**src/rtl/am_rr_sel139_pkg.sv**
```systemverilog
// Shared definitions for the round-robin bus-select arbiter: FSM encodings,
// the idle select pattern and the active-low select decoder.
package am_arb_pkg;

    typedef enum logic [1:0] {
        ST_IDLE  = 2'd0,
        ST_GRANT = 2'd1,
        ST_DEAD  = 2'd2
    } arb_state_e;

    localparam logic [3:0] Y_NONE = 4'b1111;

    // One-hot active-low decode of a 2-bit owner index.
    function automatic logic [3:0] sel_decode_n(input logic [1:0] s);
        logic [3:0] one_hot;
        one_hot = 4'b0001 << s;
        return ~one_hot;
    endfunction

endpackage

```
**src/rtl/am_rr_sel139_pick4.sv**
```systemverilog
// Combinational four-way round-robin picker: scans last+1, last+2, last+3
// and then last, and returns the first requester found.
module am_rr_pick4 (
    input  logic [3:0] req_i,
    input  logic [1:0] last_i,
    output logic [1:0] win_o,
    output logic       any_o
);

    logic [1:0] cand;

    always_comb begin
        win_o = 2'd0;
        cand  = 2'd0;
        any_o = |req_i;
        // Walk from lowest to highest priority so the last hit is the winner.
        for (int k = 4; k >= 1; k--) begin
            cand = last_i + 2'(k);
            if (req_i[cand]) begin
                win_o = cand;
            end
        end
    end

endmodule

```
**src/rtl/am_rr_sel139.sv**
```systemverilog
// Four-way round-robin owner select with tenure limit, lock extension and a
// turnaround gap; drives a registered one-hot active-low select.
module am_rr_sel139
    import am_arb_pkg::*;
#(
    parameter int TENURE   = 16,
    parameter int DEAD_CYC = 1
) (
    input  logic       clk,
    input  logic       rst_,
    input  logic [3:0] req,
    input  logic       lock,
    output logic [1:0] sel,
    output logic [3:0] y_,
    output logic       g_,
    output logic       busy,
    output arb_state_e dbg_state
);

    localparam int             CW        = $clog2(TENURE);
    localparam logic [CW-1:0]  CNT_MAX   = CW'(TENURE - 1);
    localparam logic [1:0]     DEAD_LAST = (DEAD_CYC > 0) ? 2'(DEAD_CYC - 1) : 2'd0;

    arb_state_e    state_q, state_d;
    logic [1:0]    sel_q, sel_d;
    logic [1:0]    last_q, last_d;
    logic [CW-1:0] cnt_q, cnt_d;
    logic [1:0]    dead_q, dead_d;
    logic [3:0]    y_q, y_d;
    logic          g_q, busy_q;

    logic [1:0]    pick_last;
    logic [1:0]    win;
    logic          any;
    logic          rel;

    // With no dead gap the releasing owner arbitrates in the same cycle, so
    // the rotation must start from the current owner rather than last_q.
    assign pick_last = (state_q == ST_GRANT) ? sel_q : last_q;

    am_rr_pick4 u_pick (
        .req_i  (req),
        .last_i (pick_last),
        .win_o  (win),
        .any_o  (any)
    );

    assign rel = !req[sel_q] || ((cnt_q == CNT_MAX) && !lock);

    always_comb begin
        state_d = state_q;
        sel_d   = sel_q;
        last_d  = last_q;
        cnt_d   = cnt_q;
        dead_d  = dead_q;
        case (state_q)
            ST_IDLE: begin
                if (any) begin
                    state_d = ST_GRANT;
                    sel_d   = win;
                    cnt_d   = '0;
                end
            end
            ST_GRANT: begin
                if (rel) begin
                    last_d = sel_q;
                    cnt_d  = '0;
                    if (DEAD_CYC > 0) begin
                        state_d = ST_DEAD;
                        dead_d  = 2'd0;
                    end else if (any) begin
                        state_d = ST_GRANT;
                        sel_d   = win;
                    end else begin
                        state_d = ST_IDLE;
                    end
                end else if (cnt_q != CNT_MAX) begin
                    cnt_d = cnt_q + CW'(1);
                end
            end
            ST_DEAD: begin
                if (dead_q == DEAD_LAST) begin
                    if (any) begin
                        state_d = ST_GRANT;
                        sel_d   = win;
                        cnt_d   = '0;
                    end else begin
                        state_d = ST_IDLE;
                    end
                end else begin
                    dead_d = dead_q + 2'd1;
                end
            end
            default: begin
                state_d = ST_IDLE;
            end
        endcase
        y_d = (state_d == ST_GRANT) ? sel_decode_n(sel_d) : Y_NONE;
    end

    always_ff @(posedge clk) begin
        if (!rst_) begin
            state_q <= ST_IDLE;
            sel_q   <= 2'b00;
            last_q  <= 2'b11;
            cnt_q   <= '0;
            dead_q  <= 2'd0;
            y_q     <= Y_NONE;
            g_q     <= 1'b1;
            busy_q  <= 1'b0;
        end else begin
            state_q <= state_d;
            sel_q   <= sel_d;
            last_q  <= last_d;
            cnt_q   <= cnt_d;
            dead_q  <= dead_d;
            y_q     <= y_d;
            g_q     <= (state_d != ST_GRANT);
            busy_q  <= (state_d != ST_IDLE);
        end
    end

    assign sel       = sel_q;
    assign y_        = y_q;
    assign g_        = g_q;
    assign busy      = busy_q;
    assign dbg_state = state_q;

endmodule

```
**config.mk**
```make
export PLATFORM = sky130hd
export DESIGN_NAME = am_rr_sel139
export DESIGN_NICKNAME = d
export VERILOG_FILES = /design/src/rtl/am_rr_sel139_pkg.sv /design/src/rtl/am_rr_sel139_pick4.sv /design/src/rtl/am_rr_sel139.sv
export SDC_FILE = /design/constraint.sdc
export NUM_CORES = 1
export LEC_CHECK = 0
export BUFFER_PORTS_ARGS = -buffer_cell sky130_fd_sc_hd__buf_4
export CAP_MARGIN = 20
export CORE_MARGIN = 3
export CORE_UTILIZATION = 53
export DETAILED_ROUTE_END_ITERATION = 8
export GPL_TIMING_DRIVEN = 0
export HOLD_SLACK_MARGIN = 0.1
export PLACE_DENSITY_LB_ADDON = 0.05
export SLEW_MARGIN = 20
export SYNTH_ARGS = -nofsm -noshare
export SYNTH_HDL_FRONTEND = slang
export SYNTH_HIERARCHICAL = 1
export SYNTH_SLANG_ARGS = --single-unit
```
**constraint.sdc**
```tcl
create_clock -name clk -period 2.4 [get_ports clk]
set_clock_uncertainty 0.1 [all_clocks]
set_input_delay 0.12 -clock clk [delete_from_list [all_inputs] [get_ports clk]]
set_output_delay 0.12 -clock clk [all_outputs]
set_load 0.01 [all_outputs]
```
==> results of run 1 <==
==> layer usage <==
layer | GRT usage [%] | vias to the layer above | part of all wire, % | routed length [um]
met5 | 0 | - | 0 | 0
met1 | 20.0 | 378 | 47 | 914
met3 | 5.81 | 2 | 4.4 | 86
li1 | - | 421 | - | -
met4 | 4.27 | 0 | 0.82 | 16
met2 | 30.1 | 14 | 48 | 934
==> logic make-up after synthesis <==
family / Yosys count / synth area share [%]
AND/OR/NAND/NOR: 50 / 29.3
AO/OA/AOI/OAI: 21 / 18.6
adder cells (fa/ha/maj): 2 / 2.54
multiplexers: 7 / 8.40
buffers and inverters: 7 / 4.58
flip-flops: 18 / 36.6
==> placed cells by master, fill, tap and decap left out, types with 2 or more instances in the layout <==
master         count
dfxtp_1           18
buf_4             16
nand2_1           14
mux2i_1            6
nand3_1            6
nand2b_1           5
nor2b_1            4
o21ai_2            4
nor3b_1            4
inv_1              3
a21oi_1            3
nor2_1             3
clkbuf_4           3
and3_1             2
a21o_1             2
o31ai_1            2
nor4b_1            2
nor3_1             2
ha_1               2
dlygate4sd3_1      2
==> worst max-delay path by stage <==
stage | depth (start not counted) | slack [ns] | endpoint | from
finish | 8 | 0.28 | y_[2]$_SDFF_PN1_ | dbg_state[1]$_SDFF_PN0_
global route | 8 | 0.20 | y_[2]$_SDFF_PN1_ | dbg_state[0]$_SDFF_PN0_
CTS | 8 | 0.33 | y_[2]$_SDFF_PN1_ | dbg_state[0]$_SDFF_PN0_
detailed placement | 8 | 0.35 | y_[2]$_SDFF_PN1_ | dbg_state[1]$_SDFF_PN0_
global placement | 8 | 0.36 | y_[2]$_SDFF_PN1_ | dbg_state[1]$_SDFF_PN0_
floorplan | 8 | 0.48 | y_[2]$_SDFF_PN1_ | dbg_state[1]$_SDFF_PN0_
==> stage by stage <==
| step | power, uW | std cells |
|---|---|---|
| finish | 742 | 151 |
| CTS | 745 | 151 |
| detailed placement | 554 | 145 |
| global route | 781 | 151 |
| global placement | 548 | 145 |
| floorplan | 490 | 105 |
==> flip-flops by register name, indices dropped and copies added, names as in the netlist <==
register   count
busy           1
cnt_q          4
dbg_state      2
dead_q         2
g_             1
last_q         2
sel            2
y_             4
==> power groups by stage <==
stage                     Combinational [uW]  Clock [uW]  Sequential [uW]
after CTS                                217         194              334
after floorplan                          141           0              349
after global routing                     235         208              337
after global placement                   208           0              340
final                                    217         191              334
after detailed placement                 213           0              341
==> worst max-delay path: cells and delay by family, from the launching register on <==
family | cells | cell delay, ns
compound gates | 3 | 0.41
flops | 1 | 0.37
simple gates | 5 | 1.14
==> what timing repair did <==
item,4_1_cts,5_1_grt
hold buffers,2,0
gates resized for setup,0,0
endpoints found under the hold margin,9,0
buffers inserted,0,0
==> final cells by class <==
cell class	instances	area (sq um)	area share (%)
inverter	4	15.0	1.26
multi-input combinational	80	578	48.6
timing repair buffer	18	140	11.8
tap	24	30.0	2.52
buffer	3	30.0	2.52
clock buffer	4	36.3	3.05
sequential	18	360	30.3
==> results.toml, run 1 <==
[floorplan]
dieWidth_um = 49.1
core.rowCount = 14
die_area_sq_um = 2410
floorplan.initialDensity_pct = 60.4
ports = 17
placeableCoreArea_sq_um = 1630
floorplan.die.height_um = 49.1

[route]
route.detailed.wl_per_inst_um = 12.9
remaining_drc_errors = 0
vias = 815
drt-pass1-iter-count = 4
postRouteWirelength_mm = 1.95
antenna_violating_nets_post_route = 0
post_dr_vias_cell = 5.40
detail_route.iter0.violations = 7

[sta]
setup_tns_ns = 0
whs_ns = 0.228
worst_slew_pin_slew_ns = 0.434
layout_worst_path_cycle_share_pct = 88.3
final_critical_path_setup_slack_ns = 0.281
setup_viol_count_final = 0
rsz0062_at_grt = "false"
final-max-slew-violation-count = 0
timing.slew.headroom_pct = 70.6
timing.final.hold_violations = 0
final_period_minus_worst_setup_slack_ns = 2.12
fmax_mhz = 472

[grt]
grt_first_pass_wirelength_mm = 3.23
global_route.usage.total_pct = 17.3
grt_pass1_vias = 748
maximum_number_of_pins_on_one_net_before_global_route_repair = 11
grt-ovfl-total = 0
grt_antenna_before_repair = 0

[synthesis]
number_of_cells_produced_by_synthesis = 105
synthDominantAreaCellType = "dfxtp_1"
syn_area_per_cell_sq_um = 9.37
synthesis.yosys.warnings = 6
synth-seq-cells = 18
synthesis.area_sq_um = 983
synthFlopType = "dfxtp_1"
synth_sequential_area_ratio_pct = 36.6
synth_fp_nets = 114
ys_top_cells_by_area = "dfxtp_1 37%, mux2i_1 6.1%, nand2_1 5.3%"
yosysUniqueCellTypes = 40
most_frequent_cell_after_synthesis = "dfxtp_1"
synth-edff-count = 0
ys_top_cells_by_count = "18 x dfxtp_1, 14 x nand2_1, 6 x mux2i_1, 6 x nand3_1, 5 x nand2b_1"
synthArstFlopShare_pct = 0
synth.top_cell.area_share_pct = 36.6

[layout]
num_antenna_cells = 0
layout.cell_area.non_filler_sq_um = 1190
finish.utilization_pct = 73.0
layout-drive-gt1-share_pct = 29.9
fill_cells = 141
area_growth_syn_to_layout_pct = 21.0
nNetsFinal = 137

[min_path]
worst_hold_path_ep = "sel[0]$_SDFF_PN0_"
whs_path_depth = 4
hold_class = "in -> reg"
worst_hold_startpoint = "req[0]"

[power_and_ir_drop]
switch_share_pct = 30.2
p_sw_uw = 224
share_comb_of_total_power_pct = 29.2
max_ir_drop_vdd_v = 0.000524
internal_power_uw = 518
seq_power_share_pct = 45.0
clock_power_share_pct = 25.8
power.leakage_uw = 0.000503
power.density_cell_area_nw_per_um2 = 624

[clocking]
tritoncts = "built"
ctsRootBufferMaster = "clkbuf_4"
cts_buffers = 3
maximum_number_of_buffers_from_clock_root_to_sink = 2
clk_latency_ns = 0.30
cts_sinks = 18
cts.clk_slew.worst_paths_ns = 0.10
htree_num_levels = 1

[setup_path]
startpoint_type = "flop"
timing.critical_path.required_ns = 2.49
worstReg2RegEnd = "y_[2]$_SDFF_PN1_"
r2r_cell_count = 8
critical_path.endpoint_type = "flop"
timing.critical_path.slowest_stage_cell = "nor4b_1"
worst_path_most_repeated_cell = "nand2_1"
r2r-start = "dbg_state[1]$_SDFF_PN0_"
cp_data_arrival_time_ns = 2.21
worstPathCellList = "and2b_2, nand2_1, nand2_1, nand2b_1, a21oi_2, o221ai_2, nor4b_1, o21ai_2"
max_stage_delay_ns = 0.47
reg2reg_setup_slack_ns = 0.28
critical_path.max_fanout = 6
timing_worst_setup_path_type = "reg -> reg"

[place]
numPortBuffers = 16
preCtsSetupSlack_ns = 0.355
finalWeightedCongestion = 0.786
place.detailed.hpwl_mm = 1.45
placed_cell_area_sq_um = 1130

[outcome]
outcome = "complete, no violations"

[job]
drv_cap = 0
Note: power is estimated with default switching activity, not from simulation.
==> run 2: changes to the inputs <==
--- a/config.mk
+++ b/config.mk
@@ -16,5 +16,4 @@
 export SLEW_MARGIN = 20
 export SYNTH_ARGS = -nofsm -noshare
 export SYNTH_HDL_FRONTEND = slang
-export SYNTH_HIERARCHICAL = 1
 export SYNTH_SLANG_ARGS = --single-unit
==> run 2 against run 1 <==
- first-iteration DRC count decreased by 14%
- total power rose by 10%
- worst setup slack lost 0.17 ns
- sequential share of layout area grew 0.29 points
- wire length rose by 0.62%
- fmax is 7.3% lower
- via count is 2.5% higher
- non-clock buffer count decreased by 1
- global-route usage increased by 1.5 points
- final area fell by 0.95%
- hold slack worse by 0.067 ns
- final cell count grew 0.66%
==> results.toml, run 2 <==
[outcome]
outcome = "complete, no violations"

[clocking]
maximum_number_of_buffers_from_clock_root_to_sink = 2
cts.clk_slew.worst_paths_ns = 0.10
cts_sinks = 18
total_setup_buffers_inserted_after_cts = 0
clk_latency_ns = 0.29
ctsRootBufferMaster = "clkbuf_4"
htree_num_levels = 1
tritoncts = "built"
cts_buffers = 3

[layout]
area_growth_syn_to_layout_pct = 24.3
layout-drive-gt1-share_pct = 24.2
num_antenna_cells = 0
layout_commonest_cell = "dfxtp_1"
mostFrequentLayoutCells = "18 x dfxtp_1, 17 x buf_4, 8 x nand3_1"
nNetsFinal = 138
finish.utilization_pct = 73.9

[setup_path]
cp_data_arrival_time_ns = 2.36
timing_worst_setup_path_type = "reg -> reg"
critical_path.endpoint_type = "flop"
critical_path.max_fanout = 5
startpoint_type = "flop"
timing.critical_path.required_ns = 2.48

[power_and_ir_drop]
switch_share_pct = 32.1
power.leakage_uw = 0.000478
clock_power_share_pct = 22.2
max_ir_drop_vdd_v = 0.000561
internal_power_uw = 556
seq_power_share_pct = 43.3
p_sw_uw = 263
share_comb_of_total_power_pct = 34.5
power.density_cell_area_nw_per_um2 = 695

[synthesis]
most_frequent_cell_after_synthesis = "dfxtp_1"
synth.top_cell.area_share_pct = 38.0
synthArstFlopShare_pct = 0
number_of_cells_produced_by_synthesis = 106
synthesis.area_sq_um = 948
synthesis.yosys.warnings = 0
synthDominantAreaCellType = "dfxtp_1"
synthFlopType = "dfxtp_1"
synth_fp_nets = 115
ys_top_cells_by_count = "18 x dfxtp_1, 8 x nand3_1, 7 x a21oi_1, 7 x inv_1, 6 x nor2_1"
yosysUniqueCellTypes = 43
ys_top_cells_by_area = "dfxtp_1 38%, nand3_1 4.2%, a21oi_1 3.7%"
synth_sequential_area_ratio_pct = 38.0
synth-seq-cells = 18
syn_area_per_cell_sq_um = 8.95
synth-edff-count = 0

[sta]
layout_worst_path_cycle_share_pct = 95.3
setup_viol_count_final = 0
timing.slew.headroom_pct = 53.9
final_period_minus_worst_setup_slack_ns = 2.29
rsz0062_at_grt = "false"
fmax_mhz = 437
final-max-slew-violation-count = 0
final_critical_path_setup_slack_ns = 0.114
timing.final.hold_violations = 0
worst_slew_pin_slew_ns = 0.686
setup_tns_ns = 0

[place]
numPortBuffers = 16
place.detailed.hpwl_mm = 1.53
finalWeightedCongestion = 0.814
preCtsSetupSlack_ns = 0.0708

[job]
drv_cap = 0

[floorplan]
die_area_sq_um = 2330
floorplan.initialDensity_pct = 59.5
floorplan.die.height_um = 48.3
core.rowCount = 14
ports = 17
dieWidth_um = 48.3
placeableCoreArea_sq_um = 1590

[grt]
grt_antenna_before_repair = 0
global_route.usage.total_pct = 18.8
grt_pass1_vias = 797
grt-ovfl-total = 0
grt_first_pass_wirelength_mm = 3.55
maximum_number_of_pins_on_one_net_before_global_route_repair = 11

[route]
post_dr_vias_cell = 5.49
postRouteWirelength_mm = 1.96
routed-wl-met2_um = 915
route.detailed.wl_per_inst_um = 12.9
remaining_drc_errors = 0
detail_route.iter0.violations = 6
m1WireLength_um = 967
vias = 835
top_layer = "met4"
drt-pass1-iter-count = 4
antenna_violating_nets_post_route = 0
dr_wl_met3_um = 49

[min_path]
hold_class = "in -> reg"
==> run 2: path summary, 6_finish.rpt <==
kind	startpoint	endpoint	slack, ns	depth (start not counted)
worst max-delay path	dead_q[0]$_SDFFE_PN0P_	y_[0]$_SDFF_PN1_	0.11	7
worst min-delay path	lock	last_q[1]$_SDFFE_PN1P_	0.16	3
worst max register to register	dead_q[0]$_SDFFE_PN0P_	y_[0]$_SDFF_PN1_	0.11	7
worst min register to register	dead_q[0]$_SDFFE_PN0P_	dead_q[0]$_SDFFE_PN0P_	0.38	2
==> run 2: what timing repair did <==
| item | 4_1_cts | 5_1_grt |
|---|---|---|
| hold buffers | 2 | 0 |
| gates resized for setup | 0 | 3 |
| endpoints found under the setup margin | 0 | 4 |
| hold endpoints to repair | 8 | 0 |
==> run 2: cell families (layout without fill, tap and decap cells) <==
kind of cell / after synthesis / after routing / share of synthesized area, %
buffers and inverters: 9 / 31 / 4.09
adder cells (fa/ha/maj): 2 / 2 / 2.64
flip-flops: 18 / 18 / 38.0
AND/OR/NAND/NOR: 41 / 41 / 24.9
XOR/XNOR: 4 / 4 / 3.69
multiplexers: 3 / 3 / 3.30
AO/OA/AOI/OAI: 29 / 29 / 23.4
==> run 2: power groups by stage <==
stage	Clock (uW)	Sequential (uW)	Combinational, uW
floorplan	0	370	166
global placement	0	361	259
detailed placement	0	362	264
CTS	188	355	267
global route	209	360	310
finish	182	355	283
==> run 2: worst max-delay path, cell delays in order, from the launching register on <==
cell and delay (ns):
dfxtp_1 0.32, inv_1 0.07, ha_1 0.13, and2b_1 0.20
or3_4 0.39, a2111oi_4 0.31, a311oi_1 0.11, or4_1 0.54
==> run 2: per-layer routing <==
layer	vias up	GRT usage, %
met5	-	0
li1	438	-
met1	379	23.7
met2	14	31.4
met4	0	7.11
met3	4	3.99
==> run 2: metrics by stage <==
stage	power [uW]	cell area (sq um)	hold slack [ns]	instances
after floorplan	536	948	0.0918	106
final	819	1180	0.162	152
after global placement	620	1100	0.230	146
after global routing	879	1180	0.154	152
after detailed placement	625	1100	0.234	146
after CTS	810	1150	0.156	152
==> run 2: area by class of cell <==
type                            instances  area (sq um)
Multi-Input combinational cell         79           573
Buffer                                  2          12.5
Sequential cell                        18           360
Timing Repair Buffer                   18           140
Fill cell                             127           415
Tap cell                               24          30.0
Inverter                                7          26.3
Clock buffer                            4          36.3
